File: src/rtl/sgdmac_sync_fifo_v2_if.sv
// Bus interface for the SGDMAC second-generation synchronous FIFO.
// peak_o is present only when SGDMAC_FIFO_PEAK_EN is defined.
interface sgdmac_sync_fifo_v2_if #(
    parameter int unsigned DEPTH      = 16,
    parameter int unsigned DATA_WIDTH = 32
);
    localparam int unsigned CNT_W = $clog2(DEPTH + 1);

    logic                  wren_i;
    logic [DATA_WIDTH-1:0] wdata_i;
    logic                  rden_i;
    logic [DATA_WIDTH-1:0] rdata_o;
    logic                  full_o;
    logic                  empty_o;
    logic [CNT_W-1:0]      afull_thr_i;
    logic [CNT_W-1:0]      aempty_thr_i;
    logic                  afull_o;
    logic                  aempty_o;
    logic [CNT_W-1:0]      cnt_o;
    logic [CNT_W-1:0]      free_o;
    logic                  flush_i;
    logic                  err_clr_i;
    logic                  ovf_o;
    logic                  udf_o;
`ifdef SGDMAC_FIFO_PEAK_EN
    logic [CNT_W-1:0]      peak_o;
`endif

    modport master (
        output wren_i, wdata_i, rden_i, afull_thr_i, aempty_thr_i, flush_i, err_clr_i,
        input  rdata_o, full_o, empty_o, afull_o, aempty_o, cnt_o, free_o, ovf_o, udf_o
`ifdef SGDMAC_FIFO_PEAK_EN
        , peak_o
`endif
    );

    modport slave (
        input  wren_i, wdata_i, rden_i, afull_thr_i, aempty_thr_i, flush_i, err_clr_i,
        output rdata_o, full_o, empty_o, afull_o, aempty_o, cnt_o, free_o, ovf_o, udf_o
`ifdef SGDMAC_FIFO_PEAK_EN
        , peak_o
`endif
    );
endinterface

File: src/rtl/sgdmac_sync_fifo_v2.sv
// Synchronous show-ahead FIFO with arbitrary depth, runtime thresholds, flush and sticky errors.
// Optional high-water mark (peak_o) enabled by defining SGDMAC_FIFO_PEAK_EN.
module sgdmac_sync_fifo_v2 #(
    parameter int unsigned DEPTH      = 16,
    parameter int unsigned DATA_WIDTH = 32
) (
    input  logic                   clk,
    input  logic                   rst_n,
    sgdmac_sync_fifo_v2_if.slave   fifo
);
    localparam int unsigned       CNT_W    = $clog2(DEPTH + 1);
    localparam int unsigned       PTR_W    = $clog2(DEPTH);
    localparam logic [CNT_W-1:0]  DEPTH_C  = CNT_W'(DEPTH);
    localparam logic [PTR_W-1:0]  PTR_LAST = PTR_W'(DEPTH - 1);

    logic [DATA_WIDTH-1:0] mem_q [DEPTH];
    logic [PTR_W-1:0]      wrptr_q, wrptr_d;
    logic [PTR_W-1:0]      rdptr_q, rdptr_d;
    logic [CNT_W-1:0]      count_q, count_d;
    logic                  ovf_q, ovf_d;
    logic                  udf_q, udf_d;
    logic                  full_c, empty_c;
    logic                  wr_acc_c, rd_acc_c;
    logic                  wr_err_c, rd_err_c;
`ifdef SGDMAC_FIFO_PEAK_EN
    logic [CNT_W-1:0]      peak_q, peak_d;
`endif

    // Pointers wrap by explicit compare so non-power-of-2 depths work.
    function automatic logic [PTR_W-1:0] ptr_inc(input logic [PTR_W-1:0] p);
        return (p == PTR_LAST) ? '0 : p + PTR_W'(1);
    endfunction

    assign full_c  = (count_q == DEPTH_C);
    assign empty_c = (count_q == '0);

    always_comb begin
        wr_acc_c = fifo.wren_i & ~full_c  & ~fifo.flush_i;
        rd_acc_c = fifo.rden_i & ~empty_c & ~fifo.flush_i;
        wr_err_c = fifo.wren_i &  full_c  & ~fifo.flush_i;
        rd_err_c = fifo.rden_i &  empty_c & ~fifo.flush_i;

        wrptr_d = wrptr_q;
        rdptr_d = rdptr_q;
        count_d = count_q;

        if (fifo.flush_i) begin
            wrptr_d = '0;
            rdptr_d = '0;
            count_d = '0;
        end else begin
            if (wr_acc_c) begin
                wrptr_d = ptr_inc(wrptr_q);
            end
            if (rd_acc_c) begin
                rdptr_d = ptr_inc(rdptr_q);
            end
            unique case ({wr_acc_c, rd_acc_c})
                2'b10:   count_d = count_q + CNT_W'(1);
                2'b01:   count_d = count_q - CNT_W'(1);
                default: count_d = count_q;
            endcase
        end

        // A new error in the same cycle as a clear wins.
        ovf_d = (ovf_q & ~fifo.err_clr_i) | wr_err_c;
        udf_d = (udf_q & ~fifo.err_clr_i) | rd_err_c;

`ifdef SGDMAC_FIFO_PEAK_EN
        if (fifo.err_clr_i) begin
            peak_d = count_d;
        end else if (count_d > peak_q) begin
            peak_d = count_d;
        end else begin
            peak_d = peak_q;
        end
`endif
    end

    always_ff @(posedge clk) begin
        if (!rst_n) begin
            wrptr_q <= '0;
            rdptr_q <= '0;
            count_q <= '0;
            ovf_q   <= 1'b0;
            udf_q   <= 1'b0;
`ifdef SGDMAC_FIFO_PEAK_EN
            peak_q  <= '0;
`endif
        end else begin
            wrptr_q <= wrptr_d;
            rdptr_q <= rdptr_d;
            count_q <= count_d;
            ovf_q   <= ovf_d;
            udf_q   <= udf_d;
`ifdef SGDMAC_FIFO_PEAK_EN
            peak_q  <= peak_d;
`endif
        end
    end

    // Storage has no reset; contents are only meaningful below count.
    always_ff @(posedge clk) begin
        if (rst_n && wr_acc_c) begin
            mem_q[wrptr_q] <= fifo.wdata_i;
        end
    end

    assign fifo.rdata_o  = mem_q[rdptr_q];
    assign fifo.full_o   = full_c;
    assign fifo.empty_o  = empty_c;
    assign fifo.cnt_o    = count_q;
    assign fifo.free_o   = DEPTH_C - count_q;
    assign fifo.afull_o  = (count_q >= fifo.afull_thr_i);
    assign fifo.aempty_o = (count_q <= fifo.aempty_thr_i);
    assign fifo.ovf_o    = ovf_q;
    assign fifo.udf_o    = udf_q;
`ifdef SGDMAC_FIFO_PEAK_EN
    assign fifo.peak_o   = peak_q;
`endif

endmodule

File: src/flat_wrapper.sv
// flat-port wrapper written by rule: the top's interface ports become plain ports
module sgdmac_sync_fifo_v2_flat 
#(
    parameter int unsigned DEPTH      = 16,
    parameter int unsigned DATA_WIDTH = 32
)
  (clk, rst_n, fifo_wren_i, fifo_wdata_i, fifo_rden_i, fifo_afull_thr_i, fifo_aempty_thr_i, fifo_flush_i, fifo_err_clr_i, fifo_rdata_o, fifo_full_o, fifo_empty_o, fifo_afull_o, fifo_aempty_o, fifo_cnt_o, fifo_free_o, fifo_ovf_o, fifo_udf_o);
  sgdmac_sync_fifo_v2_if #(.DEPTH(DEPTH), .DATA_WIDTH(DATA_WIDTH)) fifo_i ();
  input  logic clk;
  input  logic rst_n;
  input wire logic [$bits(fifo_i.wren_i)-1:0] fifo_wren_i;
  input wire logic [$bits(fifo_i.wdata_i)-1:0] fifo_wdata_i;
  input wire logic [$bits(fifo_i.rden_i)-1:0] fifo_rden_i;
  input wire logic [$bits(fifo_i.afull_thr_i)-1:0] fifo_afull_thr_i;
  input wire logic [$bits(fifo_i.aempty_thr_i)-1:0] fifo_aempty_thr_i;
  input wire logic [$bits(fifo_i.flush_i)-1:0] fifo_flush_i;
  input wire logic [$bits(fifo_i.err_clr_i)-1:0] fifo_err_clr_i;
  output wire logic [$bits(fifo_i.rdata_o)-1:0] fifo_rdata_o;
  output wire logic [$bits(fifo_i.full_o)-1:0] fifo_full_o;
  output wire logic [$bits(fifo_i.empty_o)-1:0] fifo_empty_o;
  output wire logic [$bits(fifo_i.afull_o)-1:0] fifo_afull_o;
  output wire logic [$bits(fifo_i.aempty_o)-1:0] fifo_aempty_o;
  output wire logic [$bits(fifo_i.cnt_o)-1:0] fifo_cnt_o;
  output wire logic [$bits(fifo_i.free_o)-1:0] fifo_free_o;
  output wire logic [$bits(fifo_i.ovf_o)-1:0] fifo_ovf_o;
  output wire logic [$bits(fifo_i.udf_o)-1:0] fifo_udf_o;
  assign fifo_i.wren_i = fifo_wren_i;
  assign fifo_i.wdata_i = fifo_wdata_i;
  assign fifo_i.rden_i = fifo_rden_i;
  assign fifo_i.afull_thr_i = fifo_afull_thr_i;
  assign fifo_i.aempty_thr_i = fifo_aempty_thr_i;
  assign fifo_i.flush_i = fifo_flush_i;
  assign fifo_i.err_clr_i = fifo_err_clr_i;
  assign fifo_rdata_o = fifo_i.rdata_o;
  assign fifo_full_o = fifo_i.full_o;
  assign fifo_empty_o = fifo_i.empty_o;
  assign fifo_afull_o = fifo_i.afull_o;
  assign fifo_aempty_o = fifo_i.aempty_o;
  assign fifo_cnt_o = fifo_i.cnt_o;
  assign fifo_free_o = fifo_i.free_o;
  assign fifo_ovf_o = fifo_i.ovf_o;
  assign fifo_udf_o = fifo_i.udf_o;
  sgdmac_sync_fifo_v2 #(.DEPTH(DEPTH), .DATA_WIDTH(DATA_WIDTH)) u_core (.clk(clk), .rst_n(rst_n), .fifo(fifo_i));
endmodule
File: config.mk
export PLATFORM = sky130hd
export DESIGN_NAME = sgdmac_sync_fifo_v2_flat
export DESIGN_NICKNAME = d
export VERILOG_FILES = /design/src/rtl/sgdmac_sync_fifo_v2_if.sv /design/src/rtl/sgdmac_sync_fifo_v2.sv /design/src/flat_wrapper.sv
export SDC_FILE = /design/constraint.sdc
export NUM_CORES = 1
export LEC_CHECK = 0
export BUFFER_PORTS_ARGS = -buffer_cell sky130_fd_sc_hd__buf_2
export CAP_MARGIN = 25
export CELL_PAD_IN_SITES_DETAIL_PLACEMENT = 0
export CELL_PAD_IN_SITES_GLOBAL_PLACEMENT = 2
export CORE_UTILIZATION = 35
export DETAILED_ROUTE_END_ITERATION = 8
export PLACE_DENSITY = 0.68
export SLEW_MARGIN = 5
export SYNTH_ARGS = -nofsm -noshare
export SYNTH_HDL_FRONTEND = slang
export SYNTH_SLANG_ARGS = --single-unit
File: constraint.sdc
create_clock -name clk -period 6.5 [get_ports clk]
set_input_delay 1.3 -clock clk [delete_from_list [all_inputs] [get_ports clk]]
set_output_delay 1.3 -clock clk [all_outputs]
set_load 0.02 [all_outputs]
==> flow_summary.toml, run 1 <==
[outcome]
status = "finished clean"

[synthesis]
yosysSeqAreaShare_pct = 76.9
synth_cell_types = 38
syn_area_um2 = 20500
synthArstFlopShare_pct = 0
synth_cells = 966
synth_edf_count = 512
synth.avg_cell_area_um2 = 21.2
syn-num-nets = 1035
synth_ff_type = "edfxtp_1"
yosys_warnings = 0
synth-seq-cells = 531

[sta]
slew-limit-headroom_pct = 39.9
worst_hold_slack_ps = 486
fin_skew_ps = 12.7
finalSetupTns_ps = 0
period_needed_ps = 4440
finalSetupViolCount = 0
slew_viol_final = 0
tightest_slew_ps = 897
period_share_pct = 68.3
fmax_ghz = 0.225
rsz0062_at_grt = "no"
hold_viol = 0

[cts]
cts_max_path_buffers = 3
cts_buffers = 55
tritoncts = "done"
htreeDepth = 2
post_cts_buffers = 0
path_clk_slew_ps = 60
cts.repair.resized = 0
cts.sinks = 531
cts_hold_buf = 0
clk_latency_ps = 590
root_buffer = "clkbuf_16"

[placed_design]
place_congestion = 0.700
dp_hpwl_um = 25200
io_buffers = 95

[finish]
diodes = 0
seq_area_um2 = 15800
final_util_pct = 41.1
syn_to_final_growth_pct = 16.2
drive_gt1_share_pct = 30.9
multi_input_area_um2 = 4540
final_nets = 1169
fill_cells = 5083

[hold_path]
hold_class = "flop to flop"

[setup_path]
arrival_ps = 3140
critPathLaunchType = "flop"
end_kind = "output pin"
crit_type = "flop to output pin"
slowest_stage = "dfxtp_4"
required_ps = 5200
worstPathMaxFanout = 55
cpPeakStageDelay_ps = 910
crit_path_cell_trace = "buf_4 > mux4_2 > a22oi_1 > nand2_1 > buf_2"

[global_routing]
grt_max_degree = 56
grt_usage_pct = 15.3
grt_pass1_wl_um = 66600
first_global_vias = 10200
antenna_found_initial = 3
grt_remaining_overflow = 0

[floorplanning]
die-height_um = 244
coreArea_um2 = 57800
start_util_pct = 35.4
die-area_um2 = 59500
boundaryPins = 96
die_width_um = 244
std_cell_rows = 88

[power_and_ir_drop]
vdd.ir_drop.worst_mv = 0.179
p_leak_nw = 7.54
p_per_area_nw_per_um2 = 286

[routing]
vias = 9692
dr.pass1.iters = 5
wl_per_cell_um = 23.6
antenna_left = 0
viasPerCell = 5.09
drcViolationCount = 0
wirelength_um = 45000
drtIter0Drc = 866

[run]
drv_cap = 0
-- synthesized netlist by cell type (2+ instances only) --
cell	number	area share (%)
a21o_1	3	0.11
a21oi_1	12	0.29
a22oi_1	65	2.4
and2_1	2	0.061
and3_1	2	0.061
buf_1	10	0.18
buf_2	7	0.17
buf_4	10	0.37
clkbuf_1	26	0.48
dfxtp_1	19	1.9
edfxtp_1	512	75
ha_1	21	1.3
inv_1	18	0.33
mux4_2	128	14
nand2_1	45	0.82
nand2b_1	6	0.18
nand3_1	10	0.24
nand3b_1	2	0.073
nor2_1	23	0.42
nor2b_1	6	0.18
nor3_1	8	0.20
nor3b_1	2	0.073
o21ai_0	6	0.15
o22ai_1	2	0.061
or3_1	3	0.092
xnor2_1	3	0.13
xor2_1	4	0.17
-- worst paths after layout --
kind | startpoint | to | slack, ps | depth (start not counted)
max | flop | fifo_rdata_o[30] | 2060 | 5
min | u_core.fifo.udf_o | u_core.fifo.udf_o | 490 | 2
max reg2reg | u_core.fifo.cnt_o[0] | u_core.mem_q[0][15] | 2790 | 9
min reg2reg | u_core.fifo.udf_o | u_core.fifo.udf_o | 490 | 2
-- cell usage in the layout (no fill, tap or decap), types with 4 or more instances in the layout --
cell type and instances:
edfxtp_1 512, mux4_2 128, buf_2 95, a22oi_1 65
clkbuf_16 55, nand2_1 45, buf_4 30, ha_1 21
inv_1 18, dfxtp_1 17, clkinv_1 14, nor2_4 13
a21oi_1 12, clkbuf_1 12, clkinv_2 11, nand3_1 10
nor2_1 10, nand2b_1 6, o21ai_0 6, xor2_1 4
nor3_1 4, nor3_2 4, nor2b_1 4
-- registers in the layout, indices dropped and copies added (netlist names), named ones only --
signal             count
u_core.fifo.cnt_o      5
u_core.fifo.ovf_o      1
u_core.fifo.udf_o      1
u_core.mem_q         512
u_core.rdptr_q         4
u_core.wrptr_q         4
-- routing by layer --
layer  up-vias  track usage, %  part of all wire [%]
li1       4287               -                     -
met1      5081            20.1                    43
met2       246            25.8                    50
met3        74            3.18                   5.1
met4         4            4.03                   2.2
met5         -               0                 0.062
-- power breakdown --
| part | leakage [nW] | internal [W] | switching [W] |
|---|---|---|---|
| Sequential | 4.76 | 0.00376 | 0.00000432 |
| Combinational | 1.97 | 0.0000432 | 0.0000927 |
| Clock | 0.810 | 0.00166 | 0.00124 |
-- per-stage QoR --
stage | setup slack [ps] | instances | cell area [µm²] | power (W)
4_1_cts | 1940 | 1904 | 23800 | 0.00687
6_report | 2060 | 1905 | 23800 | 0.00679
2_1_floorplan | 1680 | 966 | 20500 | 0.00389
3_3_place_gp | 2600 | 1804 | 22100 | 0.00397
3_5_place_dp | 2590 | 1807 | 22100 | 0.00397
5_1_grt | 1840 | 1905 | 23800 | 0.00700
-- final cells by class --
class                      count  area share, %
multi-input combinational    364           19.1
timing repair buffer         130           3.43
clock inverter                30          0.915
sequential                   531           66.3
tap                          765           4.02
inverter                      18          0.284
clock buffer                  67           5.98
-- critical path, delay by kind of cell, from the launching register on --
| kind | cells | cell delay (ps) |
|---|---|---|
| AOI/OAI and AO/OA | 1 | 200 |
| buffers and inverters | 2 | 810 |
| DFF | 1 | 910 |
| muxes | 1 | 390 |
| and+or+nand+nor | 1 | 160 |
-- cells by family (layout without fill, tap and decap cells) --
kind of cell | after synthesis | count (layout) | synth area share, %
buf+inv | 71 | 245 | 1.53
flops | 531 | 531 | 76.9
xor+xnor | 7 | 7 | 0.299
compound gates | 96 | 96 | 3.32
simple gates | 111 | 111 | 2.50
fa+ha+maj | 21 | 21 | 1.28
mux | 129 | 129 | 14.1
(Power assumes the default switching activity.)
==> run 2: changes to the inputs <==
ABC_AREA = 1   (was not set)
PLACE_DENSITY = 0.77   (was 0.68)
clock period = 3.7 ns   (was 6.5 ns; I/O delays follow)
==> flow_summary.toml, run 2 <==
[placed_design]
io_buffers = 95
place_congestion = 0.761
dp_hpwl_um = 29300
placed_cells = 2687
place_area_um2 = 23700

[synthesis]
yosysMostFrequentCell = "edfxtp_1"
synthXorXnorAreaFrac_pct = 0.236
synthTopCellsByCount = "edfxtp_1, inv_1, nand3_1"
synthAdderAreaFrac_pct = 1.18
syn_area_um2 = 22300
synthArstFlopShare_pct = 0
synth-seq-cells = 531
synth_cells = 1812
synth_top_cell_by_area = "edfxtp_1"
yosysSeqAreaShare_pct = 70.7
syn-num-nets = 1881
synth.top_cell.area_share_pct = 69.0
muxShareOfSynthArea_pct = 0
synth.avg_cell_area_um2 = 12.3
synth_ff_type = "edfxtp_1"
synth_edf_count = 512
yosys_warnings = 0
synth-simple-area-share_pct = 8.64
synth.area.top_cells = "edfxtp_1, inv_1, nand3_1"
synth_compound_area_share_pct = 10.8
synth_cell_types = 31
synth_top_family_by_area = "compound AO/OA/AOI/OAI gates"

[power_and_ir_drop]
p_int_w = 0.00994
p_sw_share_pct = 21.2
p_leak_nw = 9.03
p_per_area_nw_per_um2 = 495
vdd.ir_drop.worst_mv = 0.304
power.total_w = 0.0126
switching_power_w = 0.00267
combinationalPowerShare_pct = 4.3
power_frac_clock_pct = 43.1
seqPwrFrac_pct = 52.6

[hold_path]
hold_class = "input port to flop"

[finish]
fin_area_um2 = 25500
instances_no_fill = 2788
final_util_pct = 40.5
diodes = 0
final_cell_mix = "edfxtp_1, inv_1, nand3_1"
syn_to_final_growth_pct = 14.4
drive_gt1_share_pct = 12.4
final_nets = 1966
layout_commonest_cell = "edfxtp_1"
regMostFlops = "u_core.mem_q"
largest_reg_flops = 512

[outcome]
status = "finished clean"

[floorplanning]
die_width_um = 254
boundaryPins = 96
coreArea_um2 = 63000
std_cell_rows = 92
die-area_um2 = 64600
die-height_um = 254
start_util_pct = 35.4

[cts]
cts_hold_buf = 0
path_clk_slew_ps = 60
htreeDepth = 2
cts.repair.resized = 0
tritoncts = "done"
cts.sinks = 531
post_cts_buffers = 0
clk_latency_ps = 600
root_buffer = "clkbuf_16"
cts_buffers = 54
cts_max_path_buffers = 3

[routing]
drcViolationCount = 0
vias = 13500
dr.pass1.iters = 5
drtIter0Drc = 972
viasPerCell = 4.82
antenna_left = 0
wl_per_cell_um = 18.3
wirelength_um = 51000

[global_routing]
grt_max_degree = 120
first_global_vias = 13100
grt_usage_pct = 15.9
grt_remaining_overflow = 0
grt_pass1_wl_um = 77900
antenna_found_initial = 0

[setup_path]
cpPeakStageDelay_ps = 550
arrival_ps = 2510
worstPathMaxFanout = 56
cp_common_cell = "nand3_1"
critPathLaunchType = "flop"
required_ps = 2960
crit_path_cell_trace = "buf_4 > o211ai_1 > nand3_1 > nand3_1 > nand2_1 > buf_2"
slowest_stage = "dfxtp_4"
end_kind = "output pin"
crit_type = "flop to output pin"
reg2reg_setup_slack_ps = 510

[sta]
fin_skew_ps = 19.6
hold_viol = 0
rsz0062_at_grt = "no"
tightest_slew_ps = 925
period_needed_ps = 3250
period_share_pct = 87.9
slew_viol_final = 0
finalSetupViolCount = 0
finalSetupTns_ps = 0
slew-limit-headroom_pct = 38.2
fmax_ghz = 0.307

[run]
drv_cap = 0
## run 2: cell types whose count changed after synthesis, sizes merged, moves of 6 or more
| cell | before | now |
|---|---|---|
| inv | 18 | 297 |
| nand3 | 10 | 205 |
| nand2 | 45 | 195 |
| o21ai | 6 | 138 |
| a21oi | 12 | 143 |
| mux4 | 128 | 0 |
| o211ai | 1 | 128 |
| a22oi | 65 | 0 |
| buf | 27 | 73 |
| clkbuf | 26 | 34 |
| nor2 | 23 | 30 |
| nand2b | 6 | 0 |
| nor2b | 6 | 0 |
| nor3 | 8 | 2 |
## run 2: worst paths after layout
kind | endpoint | startpoint | depth (start not counted)
worst min-delay path | u_core.fifo.udf_o | fifo_err_clr_i | 4
worst max-delay path | fifo_rdata_o[31] | flop | 6
worst min register to register | u_core.fifo.ovf_o | u_core.fifo.ovf_o | 2
worst max register to register | u_core.mem_q[10][19] | u_core.fifo.cnt_o[0] | 11
## run 2: cell families (layout without fill, tap and decap cells)
logic type | Yosys count | count (layout)
AO/OA/AOI/OAI | 413 | 413
XOR/XNOR | 6 | 6
adder cells (fa/ha/maj) | 21 | 21
buffers and inverters | 404 | 534
flip-flops | 531 | 531
AND/OR/NAND/NOR | 437 | 437
## run 2: area by class of cell
cell class / count / area [µm²]
clock buffer: 68 / 1520
clock inverter: 33 / 264
fill: 5965 / 37500
inverter: 297 / 1110
multi-input combinational: 877 / 4760
sequential: 531 / 15800
tap: 846 / 1060
timing repair buffer: 136 / 996
## run 2: worst max-delay path, delay by kind of cell, from the launching register on
kind                   cells  cell delay (ps)
and+or+nand+nor            3              460
AOI/OAI and AO/OA          1              180
DFF                        1              550
buffers and inverters      2              690
## run 2: power by group through the flow
stage	Combinational, W	Clock (W)	Sequential [W]
after global placement	0.000550	0	0.00675
after detailed placement	0.000552	0	0.00675
after CTS	0.000555	0.00557	0.00662
final	0.000542	0.00544	0.00662
after global routing	0.000606	0.00579	0.00662
after floorplan	0.000325	0	0.00675
## run 2: through the flow
| stage | setup WS, ps | hold slack [ps] |
|---|---|---|
| 2_1_floorplan | -72.8 | 479 |
| 3_3_place_gp | 666 | 462 |
| 3_5_place_dp | 553 | 469 |
| 4_1_cts | 325 | 363 |
| 5_1_grt | 233 | 395 |
| 6_report | 448 | 404 |
## run 2: routing by layer
metal	global-route usage, %	up-vias	share of wire, %
met4	5.03	0	2.3
li1	-	6573	-
met2	26.7	251	48
met1	21.2	6560	45
met5	0	-	0
met3	2.19	68	3.8
==> run 3: changes to the inputs <==
ABC_AREA = not set   (was 1)
CTS_BUF_LIST = sky130_fd_sc_hd__clkbuf_8   (was not set)
PLACE_DENSITY = 0.71   (was 0.77)
==> flow_summary.toml, run 3 (synthesized netlist as in run 1, its figures left out) <==
[setup_path]
crit_type = "flop to output pin"
worstPathMaxFanout = 18
required_ps = 2960
reg2reg_from = "u_core.fifo.cnt_o[0]"
reg2reg_setup_slack_ps = 440
arrival_ps = 2730
reg2regPathDepth = 13
end_kind = "output pin"
reg2reg_to = "u_core.fifo.cnt_o[4]"
critPathLaunchType = "flop"

[sta]
fmax_ghz = 0.289
rsz0062_at_grt = "no"
fin_skew_ps = 27.1
slew-limit-headroom_pct = 54.8
period_share_pct = 93.7
period_needed_ps = 3470
finalSetupTns_ps = 0
finalSetupViolCount = 0
worst_hold_slack_ps = 392
hold_viol = 0
tightest_slew_ps = 677
slew_viol_final = 0

[global_routing]
grt_remaining_overflow = 0
antenna_found_initial = 3
first_global_vias = 10700
grt_usage_pct = 15.6
grt_pass1_wl_um = 68200
grt_max_degree = 53

[finish]
diodes = 0
final_nets = 1207
layout_commonest_cell = "edfxtp_1"
final_util_pct = 41.3
largest_reg_flops = 512
fill_cells = 5107
drive_gt1_share_pct = 32.4
regMostFlops = "u_core.mem_q"
final_cell_mix = "edfxtp_1, mux4_2, buf_2"
syn_to_final_growth_pct = 16.5

[placed_design]
io_buffers = 95
place_congestion = 0.729
dp_hpwl_um = 25600

[run]
drv_cap = 0

[hold_path]
hold_class = "input port to flop"
worstHoldEndpoint = "u_core.fifo.udf_o"
whs_path_depth = 3
min_from = "fifo_err_clr_i"

[routing]
viasPerCell = 5.06
antenna_left = 0
vias = 9948
drcViolationCount = 0
wl_per_cell_um = 23.1
wirelength_um = 45500
drtIter0Drc = 717
dr.pass1.iters = 5

[power_and_ir_drop]
p_leak_nw = 7.69
p_per_area_nw_per_um2 = 479
vdd.ir_drop.worst_mv = 0.270

[floorplanning]
start_util_pct = 35.4
std_cell_rows = 88
die_width_um = 244
die-area_um2 = 59500
die-height_um = 244
coreArea_um2 = 57800
boundaryPins = 96

[cts]
cts_hold_buf = 0
path_clk_slew_ps = 60
clk_latency_ps = 640
cts_max_path_buffers = 3
cts_buffers = 85
cts.repair.resized = 0
htreeDepth = 3
cts.sinks = 531
tritoncts = "done"
root_buffer = "clkbuf_8"
post_cts_buffers = 0

[outcome]
status = "finished clean"
run 3: routing by layer:
layer / wire (µm) / GRT usage, %
met3: 2330 / 3.59
met4: 1010 / 4.67
met1: 19900 / 20.8
met2: 22200 / 25.4
met5: 39 / 0
run 3: worst max path at each step:
stage,endpoint,slack (ps),cells after the start
6_report,fifo_rdata_o[0],230,5
5_1_grt,fifo_rdata_o[4],40,5
4_1_cts,fifo_rdata_o[0],120,5
3_5_place_dp,u_core.fifo.cnt_o[4],470,13
3_3_place_gp,u_core.fifo.cnt_o[4],490,13
2_1_floorplan,u_core.mem_q[12][0],-270,9
run 3: final cells by class:
type	count	area (µm²)	area share, %
Multi-Input combinational cell	364	4570	19.1
Clock inverter	63	319	1.34
Sequential cell	531	15800	66.1
Tap cell	765	957	4.01
Inverter	18	67.6	0.283
Timing Repair Buffer	138	973	4.08
Clock buffer	88	1210	5.08
run 3: worst max-delay path: stages, from the launching register on:
cell and delay [ps]:
dfxtp_4 570, buf_4 430, mux4_2 560, a22oi_1 230, nand2_1 110, buf_2 170
run 3: stage by stage:
stage | cell area, µm² | setup slack, ps | instances | total power (W)
after floorplan | 20500 | -268 | 966 | 0.00684
after global placement | 22300 | 491 | 1816 | 0.00698
after detailed placement | 22300 | 474 | 1816 | 0.00698
after CTS | 23900 | 116 | 1967 | 0.0116
after global routing | 23900 | 44.2 | 1967 | 0.0118
final | 23900 | 235 | 1967 | 0.0114
run 3: where the power goes:
group	leakage [nW]	total (W)	switching (W)	internal, W
Combinational	2.02	0.000247	0.000168	0.0000786
Sequential	4.76	0.00661	0.00000533	0.00660
Clock	0.918	0.00457	0.00222	0.00234
